[config.mk]
export PLATFORM = sky130hd
export DESIGN_NAME = mio_bus_ctrl
export DESIGN_NICKNAME = d
export VERILOG_FILES = /design/src/rtl/mio_bus_ctrl.sv
export SDC_FILE = /design/constraint.sdc
export NUM_CORES = 1
export LEC_CHECK = 0
export CORE_MARGIN = 2
export CORE_UTILIZATION = 48
export DETAILED_ROUTE_END_ITERATION = 12
export PLACE_DENSITY_LB_ADDON = 0.08
export SYNTH_ARGS = -nofsm -noshare
export SYNTH_HDL_FRONTEND = slang
export SYNTH_SLANG_ARGS = --single-unit
[constraint.sdc]
create_clock -name clk -period 6.1 [get_ports clk]
set_clock_uncertainty 0.2 [all_clocks]
set_input_delay 0.61 -clock clk [delete_from_list [all_inputs] [get_ports clk]]
set_output_delay 0.61 -clock clk [all_outputs]
set_load 0.01 [all_outputs]
[src/rtl/mio_bus_ctrl.sv]
// mio_bus_ctrl: CPU data-bus controller decoding RAM, GPIO and cycle-counter targets.
// Single-outstanding request FSM with registered RAM strobes and a RESP-cycle ready pulse.
module mio_bus_ctrl #(
    parameter int RAM_AW = 10,
    parameter int WAIT_STATES = 1,
    parameter int GPIO_W = 16,
    parameter logic [GPIO_W-1:0] LED_RESET = '0
) (
    input  logic              clk,
    input  logic              reset,
    input  logic              cpu_mio,
    input  logic              cpu_mwr,
    input  logic [31:0]       cpu_addr,
    input  logic [31:0]       cpu_dout,
    output logic [31:0]       cpu_din,
    output logic              cpu_ready,
    output logic              ram_en,
    output logic              ram_we,
    output logic [RAM_AW-1:0] ram_addr,
    output logic [31:0]       ram_wdata,
    input  logic [31:0]       ram_rdata,
    input  logic [GPIO_W-1:0] sw_in,
    output logic [GPIO_W-1:0] led_out,
    output logic              bus_err
);
    typedef enum logic [1:0] {IDLE, ACCESS, WAIT, RESP} state_t;
    localparam logic [2:0] RG_RAM = 3'd0, RG_LED = 3'd1, RG_SW = 3'd2, RG_CNT = 3'd3, RG_UNM = 3'd4;
    localparam int WW = (WAIT_STATES > 1) ? $clog2(WAIT_STATES) : 1;
    localparam logic [WW-1:0] W_LOAD = WW'((WAIT_STATES > 0) ? WAIT_STATES - 1 : 0);

    state_t              r_state;
    logic [2:0]          r_region;
    logic                r_mwr;
    logic [RAM_AW-1:0]   r_waddr;
    logic [31:0]         r_dout;
    logic [WW-1:0]       r_wcnt;
    logic [GPIO_W-1:0]   r_led;
    logic [GPIO_W-1:0]   r_sync1;
    logic [GPIO_W-1:0]   r_sync2;
    logic [31:0]         r_cnt;
    logic                r_err;
    logic                r_ram_en;
    logic                r_ram_we;
    logic                r_ready;
    logic [2:0]          w_region;
    logic [31:0]         w_rdata;
    logic                w_unused;

    always_comb begin
        w_region = (cpu_addr[31:28] == 4'h0) ? RG_RAM :
                   (cpu_addr[31:28] == 4'hE) ? RG_LED :
                   (cpu_addr[31:28] == 4'hF) ? (cpu_addr[2] ? RG_CNT : RG_SW) : RG_UNM;
        w_rdata  = (r_region == RG_RAM) ? ram_rdata :
                   (r_region == RG_LED) ? 32'(r_led) :
                   (r_region == RG_SW)  ? 32'(r_sync2) :
                   (r_region == RG_CNT) ? r_cnt : 32'd0;
    end

    assign w_unused  = ^{cpu_addr[27:RAM_AW+2], cpu_addr[1:0]};
    assign cpu_din   = (r_state == RESP && !r_mwr) ? w_rdata : 32'd0;
    assign cpu_ready = r_ready;
    assign ram_en    = r_ram_en;
    assign ram_we    = r_ram_we;
    assign ram_addr  = r_waddr;
    assign ram_wdata = r_dout;
    assign led_out   = r_led;
    assign bus_err   = r_err;

    always_ff @(posedge clk or posedge reset) begin
        if (reset) begin
            r_state  <= IDLE;
            r_region <= RG_UNM;
            r_mwr    <= 1'b0;
            r_waddr  <= '0;
            r_dout   <= '0;
            r_wcnt   <= '0;
            r_led    <= LED_RESET;
            r_sync1  <= '0;
            r_sync2  <= '0;
            r_cnt    <= '0;
            r_err    <= 1'b0;
            r_ram_en <= 1'b0;
            r_ram_we <= 1'b0;
            r_ready  <= 1'b0;
        end else begin
            r_sync1  <= sw_in;
            r_sync2  <= r_sync1;
            r_cnt    <= r_cnt + 32'd1;
            r_ram_en <= 1'b0;
            r_ram_we <= 1'b0;
            r_ready  <= 1'b0;
            case (r_state)
                IDLE: if (cpu_mio) begin
                    r_state  <= ACCESS;
                    r_region <= w_region;
                    r_mwr    <= cpu_mwr;
                    r_waddr  <= cpu_addr[RAM_AW+1:2];
                    r_dout   <= cpu_dout;
                    r_ram_en <= (w_region == RG_RAM);
                    r_ram_we <= (w_region == RG_RAM) && cpu_mwr;
                end
                ACCESS: begin
                    if (r_mwr && r_region == RG_LED) r_led <= r_dout[GPIO_W-1:0];
                    // a counter load overrides this edge's increment
                    if (r_mwr && r_region == RG_CNT) r_cnt <= r_dout;
                    if (r_region == RG_UNM) r_err <= 1'b1;
                    if (WAIT_STATES > 0 && r_region == RG_RAM) begin
                        r_state <= WAIT;
                        r_wcnt  <= W_LOAD;
                    end else begin
                        r_state <= RESP;
                        r_ready <= 1'b1;
                    end
                end
                WAIT: if (r_wcnt == '0) begin
                    r_state <= RESP;
                    r_ready <= 1'b1;
                end else begin
                    r_wcnt <= r_wcnt - 1'b1;
                end
                RESP: r_state <= IDLE;
            endcase
        end
    end
endmodule

**After elaboration in Yosys (flattened, before gate mapping)**

Cells that the tools add are included.

- Word-level logic and storage cells: 68
- Register bits: 133

- Muxes and demuxes: 25
- Equal/unequal tests: 12
- Add/subtract/negate cells: 2
- Reductions and logical operators: 15

Operators with widths:

| cell | number |
|---|---|
| 32-bit 2-to-1 mux | 7 |
| 32-bit by 1-bit adder with 32-bit output (second input constant) | 1 |
| 1-bit 2-to-1 mux | 10 |
| 2-bit AND reduction | 5 |
| 3-bit 2-to-1 mux | 3 |
| 4-bit equality test (second input constant) | 2 |
| 2-bit case mux with 4 select lines | 1 |
| 3-bit by 2-bit equality test with 1-bit output (second input constant) | 2 |
| 3-bit logical NOT | 2 |
| 2-bit != test (second input constant) | 3 |
| 2-bit equality test (second input constant) | 2 |
| 1-bit logical AND | 4 |
| 4-bit logical NOT | 1 |
| 2-bit 2-to-1 mux | 2 |
| 1-bit case mux with 2 select lines | 2 |
| 3-bit by 1-bit equality test with 1-bit output (second input constant) | 1 |
| 3-bit equality test (second input constant) | 1 |
| 2-bit by 1-bit equality test with 1-bit output (second input constant) | 1 |
| 2-bit logical NOT | 1 |
| 2-bit nonzero test | 1 |
| 1-bit logical NOT | 1 |
| 1-bit subtractor (second input constant) | 1 |

**Logic depth before layout (Yosys ltp)**

Gate-level depths: netlist of the first run.

- Depth in word-level cells: 8
- Mapped depth: 7
- Mapped depth without buffers: 6

**Worst setup path before layout of the first run**

Ideal clock, no wire load.

- Kind: register to output
- From: register r_region[0]
- To: output cpu_din[21]
- Setup slack: 3.695 ns
- Cell stages (with the launch flop): 6
- Buffers on the path: 2
- Arrival time: 1.595 ns
- Data required time: 5.290 ns
- Path through: dfrtp_1 -> buf_2 -> nor3_1 -> buf_2 -> a22oi_1 -> nor2_1

- Word-level cells in the longest chain between the ends: 6
- Elaborated cells between the ends (all ways): 9
- Those cells by class: eq/ne: 3; mux: 5; reduce/logical: 1

RTL lines:

| item | line | source |
|---|---|---|
| from (decl) | 32 | `logic [2:0] r_region;` |
| from (signal assigned) | 95 | `r_region <= w_region;` |
| 3-bit by 2-bit equality test with 1-bit output | 56 | `(r_region == RG_CNT) ? r_cnt : 32'd0;` |
| 32-bit 2-to-1 mux | 56 |  |
| 32-bit 2-to-1 mux | 55 | `(r_region == RG_SW) ? 32'(r_sync2) :` |
| 32-bit 2-to-1 mux | 54 | `(r_region == RG_LED) ? 32'(r_led) :` |
| 32-bit 2-to-1 mux * | 53 | `w_rdata = (r_region == RG_RAM) ? ram_rdata :` |
| 32-bit 2-to-1 mux * | 60 | `assign cpu_din = (r_state == RESP && !r_mwr) ? w_rdata : 32'd0;` |
| to (decl) | 15 | `output logic [31:0] cpu_din,` |

Every way passes the cells marked *; elsewhere a longest branch is shown, timed or not.

**Final worst setup path of the first run**

- From: register r_region[1]
- To: output cpu_din[26]

The elaborated chain is that of the path after synthesis.

==> results of run 1 <==
## logic make-up after synthesis
kind of cell             Yosys count  share of synthesized area
buffers and inverters             29                     0.0199
XOR/XNOR                          30                     0.0453
AO/OA/AOI/OAI                     76                     0.0831
flip-flops                       132                      0.570
multiplexers                      77                      0.159
AND/OR/NAND/NOR                  124                      0.111
adder cells (fa/ha/maj)            5                     0.0108
## state kept, by name, summed over array words and instances (netlist names), 2 cells and up
name       flops
r_region       3
r_cnt         32
r_sync1       16
led_out       16
r_sync2       16
ram_wdata     32
r_state        2
ram_addr      10
## layer usage
layer  vias up  track usage
met5         -            0
met4         0       0.0886
met3        14       0.0670
met2       158        0.393
met1      2186        0.290
li1       2084            -
## Yosys cell counts (2+ instances only)
master	instances	area share
nand2b_1	2	0.0022
a21oi_1	12	0.010
nand2_1	40	0.026
o21ai_2	2	0.0030
mux2_2	61	0.12
xnor2_1	8	0.012
inv_1	6	0.0039
mux2i_1	10	0.017
nor4_1	2	0.0022
nor2_1	24	0.016
dfrtp_1	131	0.57
nor3_1	4	0.0035
o21ai_0	24	0.021
nand4_1	12	0.013
clkbuf_1	13	0.0084
mux4_2	6	0.023
and3_1	5	0.0054
o221ai_1	10	0.015
a22oi_1	16	0.021
nor2b_1	3	0.0032
o21ai_1	7	0.0060
nand3_1	12	0.010
buf_2	5	0.0043
xor2_1	22	0.033
buf_1	5	0.0032
and3_2	2	0.0026
ha_1	5	0.011
and2_1	8	0.0086
## area by class of cell
cell class | instances | area [um^2] | area share
Sequential cell | 132 | 3300 | 0.389
Inverter | 6 | 27.5 | 0.00324
Multi-Input combinational cell | 312 | 2390 | 0.282
Tap cell | 147 | 184 | 0.0217
Clock inverter | 8 | 120 | 0.0141
Clock buffer | 24 | 512 | 0.0603
Timing Repair Buffer | 196 | 1950 | 0.230
## where the power goes
| group | total (uW) | switching [uW] | internal (uW) |
|---|---|---|---|
| Sequential | 1370 | 241 | 1130 |
| Clock | 1060 | 358 | 705 |
| Combinational | 1260 | 518 | 744 |
| Total | 3700 | 1120 | 2580 |
## worst max-delay path by stage
stage                                  from             endpoint  slack, ns
finish              r_region[1]$_DFFE_PP0P_          cpu_din[26]       1.93
detailed placement  r_region[1]$_DFFE_PP0P_          cpu_din[26]       2.38
global route        r_region[1]$_DFFE_PP0P_          cpu_din[26]       1.70
global placement    r_region[1]$_DFFE_PP0P_          cpu_din[24]       2.52
floorplan                             reset  bus_err$_DFFE_PP0P_       1.77
CTS                 r_region[1]$_DFFE_PP0P_          cpu_din[26]       1.92
## worst max-delay path, delay by kind of cell, from the launching register on
| family | cells | cell delay [ns] |
|---|---|---|
| flops | 1 | 0.93 |
| compound gates | 1 | 0.19 |
| simple gates | 3 | 1.25 |
| buf+inv | 1 | 0.56 |
## per-stage QoR
step                std cells  hold WS [ns]  total power (uW)
floorplan                 473         0.131              1960
global placement          793         0.131              2610
detailed placement        793         0.135              2660
CTS                       825         0.147              3730
global route              825         0.153              3890
finish                    825         0.145              3700
==> results_dict.tcl, run 1 <==
set metrics [dict create \
    hold_start "r_sync1[5]$_DFF_PP0_" \
    synth.avg_cell_area_um2 12.3 \
    fill_cells 890 \
    worst_pin_slew_ns 1.05 \
    start_kind "flip-flop" \
    vias 4442 \
    finalCritPeriodShare 0.684 \
    netlist_instances 473 \
    finalWirelength_um 14500 \
    place_ws_ns 2.38 \
    min_path_cells 0 \
    cts_tree "done" \
    layout_common_cells "clkdlybuf4s50_1, dfrtp_1, mux2_2" \
    postRouteAntennaNets 0 \
    place_area_um2 7860 \
    vdd.ir_drop.worst_mv 0.248 \
    power.leakage_uw 0.00346 \
    wl_met1_um 6190 \
    wire_per_inst_um 17.6 \
    port-buffer-count 191 \
    outcome "finished clean" \
    drc 0 \
    dieArea_um2 13000 \
    cts-root-buf "clkbuf_16" \
    numCtsBuffers 17 \
    seq_area_frac_synth 0.570 \
    yosys_register_bits 132 \
    grt_pass1_wl_um 23200 \
    gp_congestion 0.814 \
    cpMostUsedCell "nor2_1" \
    r2r_slack_ns 3.16 \
    final_util 0.713 \
    yosys_warnings 0 \
    top_layer "met4" \
    maxSlewViolCount 0 \
    grt_pass1_vias 4586 \
    cap_violations 0 \
    die_h_um 114 \
    met2_length_um 7180 \
    cts_resized 0 \
    cts_hold_buf 0 \
    synthesis.nets 594 \
    vias_per_cell 5.38 \
    crit_path_end_kind "primary output" \
    tns_ns 0 \
    gr-total-overflow 0 \
    clock_latency_ns 0.42 \
    crit_type "flip-flop to primary output" \
    routed-wl-met3_um 961 \
    rows 40 \
    die_w_um 114 \
    initial_core_util 0.486 \
    track_usage 0.234 \
    fin_crit_ns 4.17 \
    slowest_stage "dfrtp_1" \
    relSlewSlack 0.299 \
    drive_gt1_frac 0.177 \
    syn_area_um2 5790 \
    holdPathEnd "r_sync2[5]$_DFF_PP0_" \
    reg2reg_to "led_out[11]$_DFFE_PP0P_" \
    fin_area_um2 8490 \
    clock_sinks 132 \
    ys_types 44 \
    rr_startpoint "r_region[1]$_DFFE_PP0P_" \
    slowest_delay_ns 0.93 \
    hold_path.class "flip-flop to flip-flop" \
    clk_pin_slew_ns 0.05 \
    power_density_nw_per_um2 436 \
    synth_edf_count 0 \
    async_flop_share 1.00 \
    cts_setup_buffers 0 \
    cts_max_level 4 \
    crit_required_ns 5.29 \
    layout_commonest_cell "clkdlybuf4s50_1" \
    ys_dominant_reg_cell "dfrtp_1" \
    drt_first_pass_iters 4 \
    max_freq_mhz 240 \
    syn2layout_area_growth_pct 46.5 \
    fin_nets 786 \
    antenna_cells 0 \
    antenna_found_initial 0 \
    rsz0062_at_grt "no" \
    core_area_um2 11900 \
    cp_cell_sequence "nand2_1, nor2_1, a22oi_1, nor2_1, clkdlybuf4s50_1" \
    crit_arrival_ns 3.36 \
    rr_worst_depth 3 \
    timing.final.ws_setup_ns 1.93 \
    io_pins 210 \
    critPathMaxFanout 22 \
    finalHoldViolCount 0 \
    drt_iter0_markers 190 \
    grt_start_max_net_pins 76 \
    final-setup-viol-count 0 \
    dpl.hpwl_um 10200 \
    cts_buffer_depth 2 \
]
(Power assumes the default switching activity.)
==> run 2: changes to the inputs <==
Settings changed: CORE_UTILIZATION 48 to 41.
Clock period 6.1 ns to 3.4 ns, I/O delays scaled along.
==> results_dict.tcl, run 2 (synthesized netlist as in run 1, its figures left out) <==
set metrics [dict create \
    die_w_um 123 \
    layout_common_cells "clkdlybuf4s50_1, dfrtp_1, mux2_2" \
    core_area_um2 13800 \
    drive_gt1_frac 0.187 \
    crit_buf_inv 2 \
    register_area_um2 3300 \
    wire_per_inst_um 17.3 \
    worst_pin_slew_ns 0.698 \
    cts_tree "done" \
    clk_pin_slew_ns 0.06 \
    crit_arrival_ns 2.53 \
    rsz0062_at_grt "no" \
    relSlewSlack 0.533 \
    vias_per_cell 5.14 \
    grt_start_max_net_pins 69 \
    cp_cell_sequence "ha_1, nand2b_2, nor2_1, buf_4, o221ai_1, a21oi_1, clkdlybuf4s50_1" \
    max_freq_mhz 326 \
    syn2layout_area_growth_pct 48.7 \
    fin_nets 793 \
    cts_max_level 4 \
    rows 43 \
    multiInputGateArea_um2 2390 \
    vdd.ir_drop.worst_mv 0.441 \
    clock_sinks 132 \
    start_kind "flip-flop" \
    crit_type "flip-flop to primary output" \
    initial_core_util 0.419 \
    cts-root-buf "clkbuf_16" \
    numCtsBuffers 17 \
    io_pins 210 \
    critPathMaxFanout 17 \
    dieArea_um2 15100 \
    antenna_found_initial 0 \
    cts_buffer_depth 2 \
    finalCritPeriodShare 0.902 \
    finalHoldViolCount 0 \
    outcome "finished clean" \
    power_density_nw_per_um2 777 \
    slowest_delay_ns 0.57 \
    drt_first_pass_iters 5 \
    maxSlewViolCount 0 \
    gp_congestion 0.813 \
    drc 0 \
    power.leakage_uw 0.00349 \
    crit_required_ns 2.86 \
    drt_iter0_markers 173 \
    finalWirelength_um 14900 \
    cp_top_family "buffers and inverters" \
    grt_pass1_vias 4533 \
    postRouteAntennaNets 0 \
    die_h_um 123 \
    cap_violations 0 \
    tns_ns 0 \
    fin_crit_ns 3.07 \
    port-buffer-count 191 \
    track_usage 0.205 \
    fill_cells 1071 \
    grt_pass1_wl_um 23300 \
    final_util 0.623 \
    final-setup-viol-count 0 \
    antenna_cells 0 \
    clock_latency_ns 0.41 \
    dpl.hpwl_um 10800 \
    layout_commonest_cell "clkdlybuf4s50_1" \
    crit_path_end_kind "primary output" \
    vias 4444 \
    gr-total-overflow 0 \
    hold_path.class "primary input to asynchronous set/reset pin" \
    slowest_stage "clkdlybuf4s50_1" \
]
run 2: changes by cell type in the layout (fill, tap and decap cells not counted), sizes merged:
cell | before | now
buf | 5 | 12
bufinv | 3 | 4
clkinvlp | 2 | 6
clkbuf | 24 | 19
run 2: stage by stage:
step	worst slack (ns)	instance area, um^2	total power [uW]	hold slack, ns	instances
floorplan	1.22	5800	3520	0.131	473
global placement	0.651	7990	4750	0.132	833
detailed placement	0.571	7990	4810	0.135	833
CTS	0.0927	8610	6760	0.111	865
global route	0.124	8610	7060	0.142	865
finish	0.334	8610	6690	0.117	865
run 2: worst reg2reg max path, stage by stage (launching register included):
cell and delay [ns]:
dfrtp_1 0.53, nand2b_1 0.50, nor2_2 0.52, buf_4 0.30, mux2_2 0.36
run 2: layout make-up:
type / instances / share of cell area
Clock buffer: 19 / 0.0514
Clock inverter: 13 / 0.0211
Inverter: 6 / 0.00305
Multi-Input combinational cell: 312 / 0.278
Sequential cell: 132 / 0.384
Tap cell: 180 / 0.0261
Timing Repair Buffer: 203 / 0.237
run 2: path summary, 6_finish.rpt:
| check | start | endpoint | slack [ns] | depth (start not counted) |
|---|---|---|---|---|
| worst min-delay path | reset | r_cnt[29]$_DFF_PP0_ | 0.12 | 2 |
| min in group clk | r_sync1[2]$_DFF_PP0_ | r_sync2[2]$_DFF_PP0_ | 0.15 | 0 |
| worst min register to register | r_sync1[2]$_DFF_PP0_ | r_sync2[2]$_DFF_PP0_ | 0.15 | 0 |
| worst max register to register | r_region[1]$_DFFE_PP0P_ | led_out[6]$_DFFE_PP0P_ | 0.87 | 4 |
| worst max-delay path | r_state[0]$_DFFE_PP0P_ | cpu_din[8] | 0.33 | 7 |
| max in group asynchronous | reset | r_sync1[14]$_DFF_PP0_ | 1.95 | 3 |
run 2: routing by layer:
metal / GRT usage / wire length, um / part of all wire / vias up
li1: - / - / - / 2102
met1: 0.262 / 6470 / 0.43 / 2190
met2: 0.332 / 7240 / 0.48 / 137
met3: 0.0595 / 1020 / 0.068 / 15
met4: 0.0733 / 209 / 0.014 / 0
met5: 0 / 0 / 0 / -
run 2: what timing repair did:
action | CTS | global route
endpoints found under the setup margin | 0 | 9
hold buffers | 0 | 0
resized for setup | 0 | 1
setup buffers | 0 | 0
run 2: power by group:
group / internal [uW] / switching [uW] / total (uW)
clock network: 1240 / 664 / 1910
registers: 2030 / 424 / 2450
logic: 1370 / 955 / 2330
total: 4650 / 2040 / 6690
==> run 3: changes to the inputs <==
Settings changed: TNS_END_PERCENT from default to 30.
==> results of run 3 <==
No change in the layout: final DEF, timing and power equal those of run 2.
